[src/rtl/fx_to_fp_convert_pkg.sv]
// IEEE-754 single-precision field constants shared by the fixed-to-float converter.
package fx_to_fp_convert_pkg;

   localparam int EXP_BIAS = 127;
   localparam int EXP_W    = 8;
   localparam int MANT_W   = 23;
   localparam int FP_W     = 1 + EXP_W + MANT_W;

   localparam logic [FP_W-1:0] FP_ZERO = 32'h0;

   function automatic logic [FP_W-1:0] pack_fp(input logic            sign,
                                                input logic [EXP_W-1:0]  exp_f,
                                                input logic [MANT_W-1:0] mant);
      return {sign, exp_f, mant};
   endfunction

endpackage

[src/rtl/fx_to_fp_convert_lzd.sv]
// Leading-one detector: bit index of the most significant set bit, plus an all-zero flag.
module lzd #(
   parameter  int W  = 22,
   localparam int PW = (W > 1) ? $clog2(W) : 1
) (
   input  logic [W-1:0]  value,
   output logic [PW-1:0] pos,
   output logic          zero
);

   always_comb begin
      pos = '0;
      for (int i = 0; i < W; i++) begin
         if (value[i]) pos = PW'(i);
      end
   end

   assign zero = ~|value;

endmodule

[src/rtl/fx_to_fp_convert.sv]
// Three-stage pipeline converting a signed fixed-point value into IEEE-754 single precision.
module fx_to_fp_convert
   import fx_to_fp_convert_pkg::*;
#(
   parameter int W         = 22,
   parameter int FRAC_BITS = 20
) (
   input  logic         clk,
   input  logic         rst,
   input  logic         clk_en,
   input  logic         start,
   input  logic [W-1:0] dataa,
   output logic [31:0]  result,
   output logic         done
);

   localparam int PW = (W > 1) ? $clog2(W) : 1;
   localparam int NW = W - 1;

   logic          s1_valid, s1_sign;
   logic [W-1:0]  s1_mag;

   logic          s2_valid, s2_sign, s2_zero;
   logic [W-1:0]  s2_mag;
   logic [PW-1:0] s2_pos;

   logic [PW-1:0] lzd_pos;
   logic          lzd_zero;

   logic [PW-1:0]     shamt;
   logic [NW-1:0]     norm;
   logic [EXP_W-1:0]  exp_f;
   logic [MANT_W-1:0] mant;
   logic [FP_W-1:0]   fp_next;

   logic [FP_W-1:0] result_q;
   logic            done_q;

   // Negating the most negative input yields 2^(W-1), which still fits as unsigned.
   always_ff @(posedge clk) begin
      if (rst) begin
         s1_valid <= 1'b0;
         s1_sign  <= 1'b0;
         s1_mag   <= '0;
      end else if (clk_en) begin
         s1_valid <= start;
         s1_sign  <= dataa[W-1];
         s1_mag   <= dataa[W-1] ? (~dataa + 1'b1) : dataa;
      end
   end

   lzd #(.W(W)) u_lzd (
      .value (s1_mag),
      .pos   (lzd_pos),
      .zero  (lzd_zero)
   );

   always_ff @(posedge clk) begin
      if (rst) begin
         s2_valid <= 1'b0;
         s2_sign  <= 1'b0;
         s2_zero  <= 1'b1;
         s2_mag   <= '0;
         s2_pos   <= '0;
      end else if (clk_en) begin
         s2_valid <= s1_valid;
         s2_sign  <= s1_sign;
         s2_zero  <= lzd_zero;
         s2_mag   <= s1_mag;
         s2_pos   <= lzd_pos;
      end
   end

   // Shift the leading one out past the top, leaving the fraction bits left-aligned.
   always_comb begin
      shamt   = PW'(W - 1) - s2_pos;
      norm    = NW'(s2_mag << shamt);
      mant    = MANT_W'({norm, {MANT_W{1'b0}}} >> NW);
      exp_f   = EXP_W'(s2_pos) + EXP_W'(EXP_BIAS - FRAC_BITS);
      fp_next = s2_zero ? FP_ZERO : pack_fp(s2_sign, exp_f, mant);
   end

   always_ff @(posedge clk) begin
      if (rst) begin
         done_q   <= 1'b0;
         result_q <= FP_ZERO;
      end else if (clk_en) begin
         done_q <= s2_valid;
         if (s2_valid) result_q <= fp_next;
      end
   end

   assign result = result_q;
   assign done   = done_q;

endmodule
[config.mk]
export PLATFORM = sky130hd
export DESIGN_NAME = fx_to_fp_convert
export DESIGN_NICKNAME = d
export VERILOG_FILES = /design/src/rtl/fx_to_fp_convert_pkg.sv /design/src/rtl/fx_to_fp_convert_lzd.sv /design/src/rtl/fx_to_fp_convert.sv
export SDC_FILE = /design/constraint.sdc
export NUM_CORES = 1
export LEC_CHECK = 0
export ABC_AREA = 1
export ABC_CLOCK_PERIOD_IN_PS = 2900
export CAP_MARGIN = 40
export CORE_MARGIN = 5
export CORE_UTILIZATION = 56
export DETAILED_ROUTE_END_ITERATION = 8
export GPL_TIMING_DRIVEN = 0
export MAX_ROUTING_LAYER = met4
export PLACE_DENSITY = 0.84
export SLEW_MARGIN = 0
export SYNTH_ARGS = -nofsm -noshare
export SYNTH_HDL_FRONTEND = slang
export SYNTH_SLANG_ARGS = --single-unit
[constraint.sdc]
create_clock -name clk -period 2.9 [get_ports clk]
set_input_delay 0.725 -clock clk [delete_from_list [all_inputs] [get_ports clk]]
set_output_delay 0.725 -clock clk [all_outputs]
set_load 0.005 [all_outputs]
## Word level (Yosys, flattened, before mapping)

Index checks and enable logic that the tools add are counted.

- Register bits after elaboration: 87
- Output and inout bits: 33
- Bits of input ports: 26
- Word-level logic and storage cells: 41

- Multiplexer cells: 23
- Bitwise gates (word level): 1
- Reductions and logical operators: 3
- Add/subtract/negate cells: 3
- Shift-type cells: 1

Operators with widths:

| operator | count |
|---|---|
| 2-to-1 mux 32 bit | 1 |
| 2-to-1 mux 4 bit | 8 |
| 2-to-1 mux 5 bit | 6 |
| adder 22 x 1 -> 22 bit (second input constant) | 1 |
| 2-to-1 mux 22 bit | 1 |
| inverter 22 bit | 1 |
| OR reduction 22 bit | 1 |
| left shift 22 x 5 -> 21 bit | 1 |
| 2-to-1 mux 3 bit | 4 |
| adder 5 x 7 -> 8 bit (second input constant) | 1 |
| subtractor 5 bit (first input constant) | 1 |
| 2-to-1 mux 2 bit | 2 |
| AND reduction 2 bit | 1 |
| logical NOT 1 bit | 1 |
| 2-to-1 mux 1 bit | 1 |

## Logic depth before layout (Yosys ltp)

- Depth after elaboration: 21
- Depth in mapped cells: 21
- Mapped depth without buffers: 21

## Cells and area by module

Synthesis repeated with hierarchy kept, for this count alone.

- Cells, all modules: 779
- Area, all modules: 4804.6 um^2

By module, submodules not included:

| module | area each (um^2) | seq. area each (um^2) | cells each | instances |
|---|---|---|---|---|
| fx_to_fp_convert | 4533.1 | 1681.6 | 712 | 1 |
| lzd | 271.5 | 0.0 | 67 | 1 |

## Worst setup path before layout

No wires, ideal clock.

- Kind: input-to-reg
- Start point: input dataa[0]
- End point: register s1_mag[20]
- Stages on the path: 11
- Data arrival time: 2.164 ns
- Setup slack: 0.608 ns
- Data required time: 2.772 ns
- Path through: inv_1 -> ha_1 -> inv_1 -> nor3_1 -> inv_1 -> nor3_1 -> nand3_1 -> o31ai_1 -> o21ai_0 -> xnor2_1 -> a21oi_1

- Word-level cells in the longest chain between the ends: 3

Ends and longest elaborated chain:

| item | line | RTL |
|---|---|---|
| start, declared | fx_to_fp_convert.sv:12 | `input logic [W-1:0] dataa,` |
| inverter 22 bit | fx_to_fp_convert.sv:48 | `s1_mag <= dataa[W-1] ? (~dataa + 1'b1) : dataa;` |
| adder 22 x 1 -> 22 bit | fx_to_fp_convert.sv:48 |  |
| 2-to-1 mux 22 bit | fx_to_fp_convert.sv:48 |  |
| end signal, assigned | fx_to_fp_convert.sv:48 |  |
| end, declared | fx_to_fp_convert.sv:21 | `logic [W-1:0] s1_mag;` |

No other way between the ends.
A chain may end at the register's enable or synchronous reset.

## Worst setup path after layout

Same ends and word-level chain as after synthesis.

==> impl_metrics.yaml <==
synthesis:
  avgSynthCellArea_um2: 6.72
  ys_seq_area_share_pct: 37.3
  yosys_warnings: 0
  ys_types: 39
  ys_seq_elements: 84
  synthCells: 671
  synth_area_leaders: "dfxtp_1, nand2_1, o21ai_0"
  synth_area_um2: 4510
  synth_top_area_share_pct: 37.3
  yosysTopAreaCell: "dfxtp_1"
die:
  start_util_pct: 58.0
  die_height_um: 99.7
  rows: 32
  core_area_um2: 7770
  die-area_um2: 9940
  fp.dieW_um: 99.7
  ios: 59
timing:
  fin_ws_ns: 0.263
  fmax_mhz: 379
  max_slew.worst_pin.slew_ns: 0.599
  skew_ns: 0.0112
  finalSetupViolCount: 0
  whs_ns: 0.464
  worst_slew_margin_rel_pct: 60.1
  fin_crit_sh_pct: 90.9
  report.final.slew_viol_count: 0
  rsz0062_at_grt: "false"
  hold_viol: 0
  layout_min_cycle_time_ns: 2.64
drt:
  drt_iter0_markers: 215
  wire_per_inst_um: 14.3
  viasPerCell: 5.49
  drc: 0
  postRouteAntennaNets: 0
  totalWireLength_um: 12100
  drt_pass1_iterations: 5
  vias: 4640
grt:
  antenna_found_initial: 0
  grt_pass1_vias: 4352
  gr-usage-all-layers_pct: 25.6
  gr-total-overflow: 0
  grt_max_degree: 16
  grt_first_pass_wirelength_um: 20100
placed_design:
  portBuffers: 55
  gp_congestion: 0.958
  hpwl_um: 9540
  post-place-ws_ns: -0.271
worst_hold_path:
  min_path_type: "reg2reg"
layout:
  final_cell_mix: "nand2_1, dfxtp_1, o21ai_0"
  nFillCells: 674
  syn2layout_area_growth_pct: 19.2
  drive_above_1_share_pct: 5.25
  finalCoreUtilization_pct: 69.1
  nets: 769
  antenna_cells: 0
  final_common_cell: "nand2_1"
pwr:
  p_per_area_nw_per_um2: 481
  p_leak_nw: 2.25
  ir_drop_mv: 0.241
clock_tree:
  cts_tree: "built"
  cts_made_buffers: 9
  cts_sinks: 84
  htree_num_levels: 3
  cts_setup_buffers: 0
  cts_root_buf: "clkbuf_8"
  clock_latency_ns: 0.36
  cts.clk_slew.worst_paths_ns: 0.09
  clockBufferDepth: 2
setup_path:
  cp.required_ns: 3.14
  cp_max_fo: 4
  crit_path_end_kind: "register"
  start_kind: "primary input"
  criticalPathCategory: "in2reg"
  r2r_setup_slack_ns: 0.27
  arrival_ns: 2.88
status:
  status: "complete, no violations"
run:
  max_cap_viol_count: 0
==> timing repair <==
action / CTS / global route
resized for setup: 0 / 3
setup endpoints to repair: 0 / 2
hold buffers: 0 / 0
==> worst max-delay path, stage by stage <==
cell	delay, ns
clkdlybuf4s50_1	0.44
inv_1	0.09
ha_1	0.15
inv_1	0.05
nor3_1	0.13
inv_1	0.09
nor3_2	0.25
nand3_1	0.16
o31ai_1	0.34
o21ai_0	0.19
xnor2_1	0.19
a21oi_1	0.08
==> sequential cells by signal, indices dropped and copies added (netlist names) <==
name and flops:
s1_mag 22, s1_sign 1, s2_sign 1, s2_mag 21, s2_pos 5, done 1, s1_valid 1, result 30
s2_valid 1, s2_zero 1
==> per-layer routing <==
| layer | global-route usage [%] | vias up | part of all wire (%) |
|---|---|---|---|
| met5 | - | - | 0 |
| met4 | 7.25 | 0 | 2.5 |
| met3 | 4.77 | 27 | 5.2 |
| met2 | 47.2 | 156 | 51 |
| met1 | 28.0 | 2097 | 41 |
| li1 | - | 2360 | - |
==> cell families after synthesis <==
logic type                 count (synthesis)  synth area share [%]
and+or+nand+nor                          284                  26.2
AOI/OAI and AO/OA                        179                  22.9
buffers and inverters                    105                  8.99
DFF                                       84                  37.3
xor gates and xnor gates                  11                  2.72
adders and majority gates                  5                  1.39
muxes                                      2                 0.444
other                                      1                0.0832
==> where the power goes <==
part | internal [mW] | switching, mW | leakage, nW
sequential | 1.21 | 0.0463 | 0.689
combinational | 0.202 | 0.370 | 1.47
clock | 0.313 | 0.441 | 0.0856
==> metrics by stage <==
step | std cells | TNS, ns | total power [mW] | instance area, um^2
floorplan | 672 | 0 | 1.66 | 4510
global placement | 829 | -0.285 | 1.83 | 5190
detailed placement | 829 | -0.398 | 1.84 | 5190
CTS | 845 | 0 | 2.59 | 5360
global route | 845 | 0 | 2.73 | 5370
finish | 845 | 0 | 2.58 | 5370
==> cell usage after synthesis (all sizes together) <==
library cell / count
a211oi: 2
a21oi: 62
a221oi: 1
a22oi: 4
a2bb2oi: 2
a31oi: 2
buf: 6
clkbuf: 33
clkinv: 1
conb: 1
dfxtp: 84
ha: 5
inv: 65
mux2i: 2
nand2: 181
nand3: 29
nand4: 1
nor2: 57
nor3: 6
nor4: 7
o211ai: 11
o21ai: 75
o21bai: 1
o221ai: 14
o311ai: 1
o31ai: 4
or2: 3
xnor2: 6
xor2: 5
==> worst paths after layout <==
path                                start                      end  depth (start not counted)
setup / recovery                 dataa[0]  s1_mag[20]$_SDFFE_PP0P_                         12
hold / removal    result[31]$_SDFFE_PP0P_  result[31]$_SDFFE_PP0P_                          2
setup reg to reg   s2_pos[1]$_SDFFE_PP0P_  result[18]$_SDFFE_PP0P_                          9
hold reg to reg   result[31]$_SDFFE_PP0P_  result[31]$_SDFFE_PP0P_                          2
==> layout make-up <==
| type | instances | area [um^2] | area share [%] |
|---|---|---|---|
| buffer | 39 | 159 | 2.96 |
| clock buffer | 9 | 124 | 2.31 |
| clock inverter | 7 | 51.3 | 0.955 |
| inverter | 66 | 248 | 4.61 |
| multi-input combinational | 483 | 2430 | 45.2 |
| sequential | 84 | 1680 | 31.3 |
| tap | 102 | 128 | 2.38 |
| timing repair buffer | 55 | 551 | 10.3 |
Power figures use the tool's default switching activity.
